`config.mk`:
```
export PLATFORM = sky130hd
export DESIGN_NAME = idexe_operand_stage
export DESIGN_NICKNAME = d
export VERILOG_FILES = /design/src/rtl/idexe_operand_stage_pkg.sv /design/src/rtl/idexe_operand_stage_fwd_mux.sv /design/src/rtl/idexe_operand_stage.sv
export SDC_FILE = /design/constraint.sdc
export NUM_CORES = 1
export LEC_CHECK = 0
export ABC_AREA = 1
export CORE_MARGIN = 5
export CORE_UTILIZATION = 44
export CTS_CLUSTER_DIAMETER = 150
export DETAILED_ROUTE_END_ITERATION = 12
export MAX_ROUTING_LAYER = met4
export PLACE_DENSITY = 0.87
export SYNTH_ARGS = -nofsm -noshare
export SYNTH_HDL_FRONTEND = slang
export SYNTH_SLANG_ARGS = --single-unit
export TNS_END_PERCENT = 10
```
`constraint.sdc`:
```
create_clock -name clk -period 5 [get_ports clk]
set_input_delay 1.25 -clock clk [delete_from_list [all_inputs] [get_ports clk]]
set_output_delay 1.25 -clock clk [all_outputs]
set_load 0.01 [all_outputs]
```
`src/rtl/idexe_operand_stage_pkg.sv`:
```
// ============================================================================
// idexe_operand_stage_pkg : shared pipeline types, widths and forward encodings
// Rev 1.0
// ============================================================================
`default_nettype none

package idexe_operand_stage_pkg;

  localparam int unsigned DATA_W = 32;
  localparam int unsigned REG_W  = 5;
  localparam int unsigned ALUC_W = 4;

  typedef enum logic [1:0] {
    FWD_RF   = 2'd0,
    FWD_EXE  = 2'd1,
    FWD_MALU = 2'd2,
    FWD_MMO  = 2'd3
  } fwd_sel_e;

  // Youngest producer wins; r0 is hardwired zero and never forwarded.
  function automatic fwd_sel_e fwd_select(
    input logic [REG_W-1:0] src,
    input logic             ewreg,
    input logic             em2reg,
    input logic [REG_W-1:0] edestreg,
    input logic             mwreg,
    input logic             mm2reg,
    input logic [REG_W-1:0] mdestreg
  );
    fwd_sel_e sel;
    sel = FWD_RF;
    if (src != '0) begin
      if (ewreg && !em2reg && (edestreg == src))
        sel = FWD_EXE;
      else if (mwreg && !mm2reg && (mdestreg == src))
        sel = FWD_MALU;
      else if (mwreg && mm2reg && (mdestreg == src))
        sel = FWD_MMO;
    end
    return sel;
  endfunction

endpackage

`default_nettype wire

```
`src/rtl/idexe_operand_stage_fwd_mux.sv`:
```
// ============================================================================
// fwd_mux : 4:1 operand select driven by a forward code
// Rev 1.0
// ============================================================================
`default_nettype none

module fwd_mux
  import idexe_operand_stage_pkg::*;
(
  input  logic [1:0]        sel,
  input  logic [DATA_W-1:0] in_rf,
  input  logic [DATA_W-1:0] in_exe,
  input  logic [DATA_W-1:0] in_malu,
  input  logic [DATA_W-1:0] in_mmo,
  output logic [DATA_W-1:0] y
);

  always_comb begin
    y = in_rf;
    case (sel)
      FWD_EXE:  y = in_exe;
      FWD_MALU: y = in_malu;
      FWD_MMO:  y = in_mmo;
      default:  y = in_rf;
    endcase
  end

endmodule

`default_nettype wire

```
`src/rtl/idexe_operand_stage.sv`:
```
// ============================================================================
// idexe_operand_stage : ID/EX pipeline register with operand forwarding and
// load-use stall detection. Rev 1.0
// ============================================================================
`default_nettype none

module idexe_operand_stage
  import idexe_operand_stage_pkg::*;
(
  input  logic              clk,
  input  logic              clrn,
  input  logic [REG_W-1:0]  drs,
  input  logic [REG_W-1:0]  drt,
  input  logic              dusers,
  input  logic              dusert,
  input  logic [DATA_W-1:0] dqa,
  input  logic [DATA_W-1:0] dqb,
  input  logic [DATA_W-1:0] dimm32,
  input  logic              daluimm,
  input  logic              dwreg,
  input  logic              dm2reg,
  input  logic              dwmem,
  input  logic [ALUC_W-1:0] daluc,
  input  logic [REG_W-1:0]  ddestreg,
  input  logic              dflush,
  input  logic [DATA_W-1:0] ealu_r,
  input  logic              mwreg,
  input  logic              mm2reg,
  input  logic [REG_W-1:0]  mdestreg,
  input  logic [DATA_W-1:0] malu_r,
  input  logic [DATA_W-1:0] mmo,
  output logic [DATA_W-1:0] eqa,
  output logic [DATA_W-1:0] eqb,
  output logic [DATA_W-1:0] eimm32,
  output logic              ealuimm,
  output logic              ewreg,
  output logic              em2reg,
  output logic              ewmem,
  output logic [ALUC_W-1:0] ealuc,
  output logic [REG_W-1:0]  edestreg,
  output logic              stall
);

  logic [1:0]        fwd_a;
  logic [1:0]        fwd_b;
  logic [DATA_W-1:0] opa;
  logic [DATA_W-1:0] opb;
  logic              bubble;

  assign fwd_a = fwd_select(drs, ewreg, em2reg, edestreg, mwreg, mm2reg, mdestreg);
  assign fwd_b = fwd_select(drt, ewreg, em2reg, edestreg, mwreg, mm2reg, mdestreg);

  // A load in EXE cannot supply data yet; hold ID one cycle so it reaches MEM.
  assign stall = ewreg && em2reg && (edestreg != '0) &&
                 ((dusers && (edestreg == drs)) || (dusert && (edestreg == drt)));

  assign bubble = stall || dflush;

  fwd_mux u_fwd_rs (
    .sel     (fwd_a),
    .in_rf   (dqa),
    .in_exe  (ealu_r),
    .in_malu (malu_r),
    .in_mmo  (mmo),
    .y       (opa)
  );

  fwd_mux u_fwd_rt (
    .sel     (fwd_b),
    .in_rf   (dqb),
    .in_exe  (ealu_r),
    .in_malu (malu_r),
    .in_mmo  (mmo),
    .y       (opb)
  );

  always_ff @(posedge clk or negedge clrn) begin
    if (!clrn) begin
      eqa      <= '0;
      eqb      <= '0;
      eimm32   <= '0;
      ealuimm  <= 1'b0;
      ewreg    <= 1'b0;
      em2reg   <= 1'b0;
      ewmem    <= 1'b0;
      ealuc    <= '0;
      edestreg <= '0;
    end else if (bubble) begin
      eqa      <= '0;
      eqb      <= '0;
      eimm32   <= '0;
      ealuimm  <= 1'b0;
      ewreg    <= 1'b0;
      em2reg   <= 1'b0;
      ewmem    <= 1'b0;
      ealuc    <= '0;
      edestreg <= '0;
    end else begin
      eqa      <= opa;
      eqb      <= opb;
      eimm32   <= dimm32;
      ealuimm  <= daluimm;
      ewreg    <= dwreg;
      em2reg   <= dm2reg;
      ewmem    <= dwmem;
      ealuc    <= daluc;
      edestreg <= ddestreg;
    end
  end

endmodule

`default_nettype wire

```
==> load_flow_metrics.sql <==
INSERT INTO impl_metrics (metric_group, metric, value, unit) VALUES
('synth', 'synth.ff_latch_count', '109', ''),
('timing', 'number_of_max_slew_violations_in_the_final_report', '0', ''),
('finish', 'final_net_count', '1414', ''),
('placement', 'globalplace.congestion', '0.906', ''),
('route', 'wl_per_cell', '19.2', 'um'),
('synth', 'synth_top_area_share', '40.5', '%'),
('synth', 'synth_seq_area_share', '40.5', '%'),
('setup_path', 'timing.setup.critical_path_class', 'input pin to output port', ''),
('global_routing', 'global_route.usage.total', '29.9', '%'),
('cts', 'cts-buffers-inserted', '9', ''),
('setup_path', 'r2r_end', 'eqa[13]', ''),
('setup_path', 'critical_path.cell_chain', 'clkdlybuf4s50_1 > inv_1 > nand2_1 > nand2_1 > nor2_4 > nand4_1 > a21oi_2 > clkdlybuf4s50_1', ''),
('synth', 'async_reset_ff_share', '100', '%'),
('route', 'routed-wl-met3', '2.28', 'mm'),
('floorplan', 'die_extent_in_x', '134', 'um'),
('global_routing', 'number_of_global_route_vias_before_repair', '7412', ''),
('route', 'dr_wl_met2', '13.2', 'mm'),
('synth', 'postSynthCellCount', '890', ''),
('route', 'wl_met1', '9.96', 'mm'),
('min_path', 'hold_path.class', 'input pin to async pin', ''),
('floorplan', 'core', '15100', 'sq um'),
('timing', 'unrepaired_setup_endpoints_after_global_routing', 'no', ''),
('global_routing', 'antenna_found_initial', '2', ''),
('timing', 'timing_hold_violations_final', '0', ''),
('timing', 'period_minus_slack', '4.37', 'ns'),
('timing', 'achievable-frequency', '0.229', 'GHz'),
('floorplan', 'initial_utilization', '44.6', '%'),
('cts', 'clk_path_buf_depth', '2', ''),
('setup_path', 'worst-r2r-setup-slack', '2.38', 'ns'),
('route', 'drt-pass1-iter-count', '5', ''),
('route', 'postRouteAntennaNets', '0', ''),
('flow_run', 'maxCapViolCount', '0', ''),
('timing', 'clock_tree_skew_after_final_layout', '0.00765', 'ns'),
('setup_path', 'worst_path_max_delay_cell', 'clkdlybuf4s50_1', ''),
('synth', 'ys.flop_type', 'dfrtp_1', ''),
('cts', 'h-tree-depth', '3', ''),
('setup_path', 'worstPathMaxFanout', '3', ''),
('status', 'outcome', 'complete, no violations', ''),
('cts', 'clkLatencyLatePin', '0.36', 'ns'),
('synth', 'synth_cell_types', '35', ''),
('floorplan', 'row_count', '45', ''),
('synth', 'synthesis.area', '6730', 'sq um'),
('cts', 'post_cts_hold_buffer_count', '0', ''),
('global_routing', 'first_pass_grt_wire_length', '40.7', 'mm'),
('setup_path', 'cp-start-kind', 'input pin', ''),
('cts', 'cts.reportedPaths.clkPinSlew', '0.07', 'ns'),
('placement', 'numPortBuffers', '336', ''),
('finish', 'num-fill-cells', '1242', ''),
('synth', 'synth_edf_count', '0', ''),
('setup_path', 'critPathRequiredTime', '3.75', 'ns'),
('synth', 'synth_fp_nets', '1117', ''),
('setup_path', 'worstRegToRegCells', '11', ''),
('global_routing', 'grt_max_degree', '58', ''),
('power', 'leakage_power_of_the_design', '4.62', 'nW'),
('setup_path', 'critPathTopFamily', 'buffers and inverters', ''),
('floorplan', 'die_height', '134', 'um'),
('route', 'drt_iter0_drc', '657', ''),
('setup_path', 'worst_setup_path_end_kind', 'output port', ''),
('setup_path', 'count_of_buffer_and_inverter_cells_on_the_critical_path', '3', ''),
('floorplan', 'pin_count', '337', ''),
('timing', 'final-setup-viol-count', '0', ''),
('cts', 'post-cts-setup-buffers', '0', ''),
('route', 'maxUsedRoutingLayer', 'met4', ''),
('global_routing', 'overflow', '0', ''),
('setup_path', 'timing.critical_path.slowest_cell_delay', '0.59', 'ns'),
('power', 'vdd_drop_max', '156', 'uV'),
('placement', 'dp_hpwl', '19.6', 'mm'),
('route', 'postRouteWirelength', '26.5', 'mm'),
('synth', 'yosys-top-cells-area', 'dfrtp_1 (41%), nor2_1 (8.1%), nand2_1 (7.9%)', ''),
('setup_path', 'worstReg2RegStart', 'edestreg[2]', ''),
('power', 'design_power_total', '0.00224', 'W');
[layer usage]
layer | global-route usage, % | up-vias
met5 | - | -
met3 | 4.31 | 60
met1 | 35.9 | 3495
li1 | - | 3483
met4 | 12.8 | 0
met2 | 50.6 | 410
[state kept, by name, indices dropped and copies added (netlist names)]
signal / count
ewmem: 1
ealuimm: 1
ewreg: 1
ealuc: 4
em2reg: 1
eqb: 32
edestreg: 5
eimm32: 32
eqa: 32
[per-stage QoR]
stage	cells	setup WS (ns)	area [sq um]	hold WS, ns	utilization, %
floorplan	890	1.86	6730	0.914	-
finish	1381	0.633	10300	0.942	68.5
CTS	1379	0.651	10300	0.968	68.4
global route	1381	0.503	10300	1.01	68.5
detailed placement	1364	0.664	10000	0.945	66.5
global placement	1364	0.668	10000	0.947	66.5
[power by group]
group | internal (W) | leakage [nW] | switching, W
clock network | 0.000391 | 0.147 | 0.000342
registers | 0.000934 | 1.40 | 0.0000194
logic | 0.000310 | 3.07 | 0.000244
total | 0.00164 | 4.62 | 0.000606
[cells in the final DEF (no fill, tap or decap), types with 3 or more instances in the layout]
master / instances
nand3b_1: 19
clkbuf_16: 9
nor2_1: 145
nand2_1: 142
inv_2: 6
and2_0: 17
o21ai_2: 19
nor2_2: 6
clkinv_4: 3
nand2_2: 3
buf_4: 14
nand4_1: 69
nand3_2: 3
nand2_4: 3
nand3_1: 96
inv_1: 87
o21ai_1: 18
a21oi_2: 20
nor2_4: 6
o21ai_0: 45
clkdlybuf4s50_1: 335
dfrtp_1: 109
[worst max-delay path by stage]
stage	slack, ns	start	end
floorplan	1.86	drs[1]	stall
CTS	0.65	drt[3]	stall
global route	0.50	drt[1]	stall
detailed placement	0.66	drt[3]	stall
finish	0.63	drt[3]	stall
global placement	0.67	drt[0]	stall
[cells in the mapped netlist (7+ instances only)]
cell type / number
nor2_1: 145
nand2_1: 142
dfrtp_1: 109
nand3_1: 97
inv_1: 87
nand4_1: 69
o21ai_0: 45
buf_2: 24
a21oi_2: 20
nand3b_1: 19
o21ai_2: 19
o21ai_1: 18
and2_0: 17
buf_4: 12
clkbuf_1: 10
buf_6: 9
nor2_2: 7
[cell type report]
class / count / area (sq um) / share of cell area, %
flip-flops and latches: 109 / 2730 / 26.4
multi-input cells: 623 / 3230 / 31.3
repair buffers: 350 / 3480 / 33.7
clock inverters: 6 / 72.6 / 0.702
diodes: 2 / 5.00 / 0.0484
inverters: 94 / 358 / 3.46
well taps: 188 / 235 / 2.28
clock buffers: 9 / 225 / 2.18
[logic make-up after synthesis]
logic type | count (synthesis) | share of synthesized area [%]
buffers and inverters | 158 | 11.6
AO/OA/AOI/OAI | 103 | 9.87
AND/OR/NAND/NOR | 515 | 37.1
flip-flops | 109 | 40.5
XOR/XNOR | 5 | 0.874
Note: power is estimated with default switching activity, not from simulation.
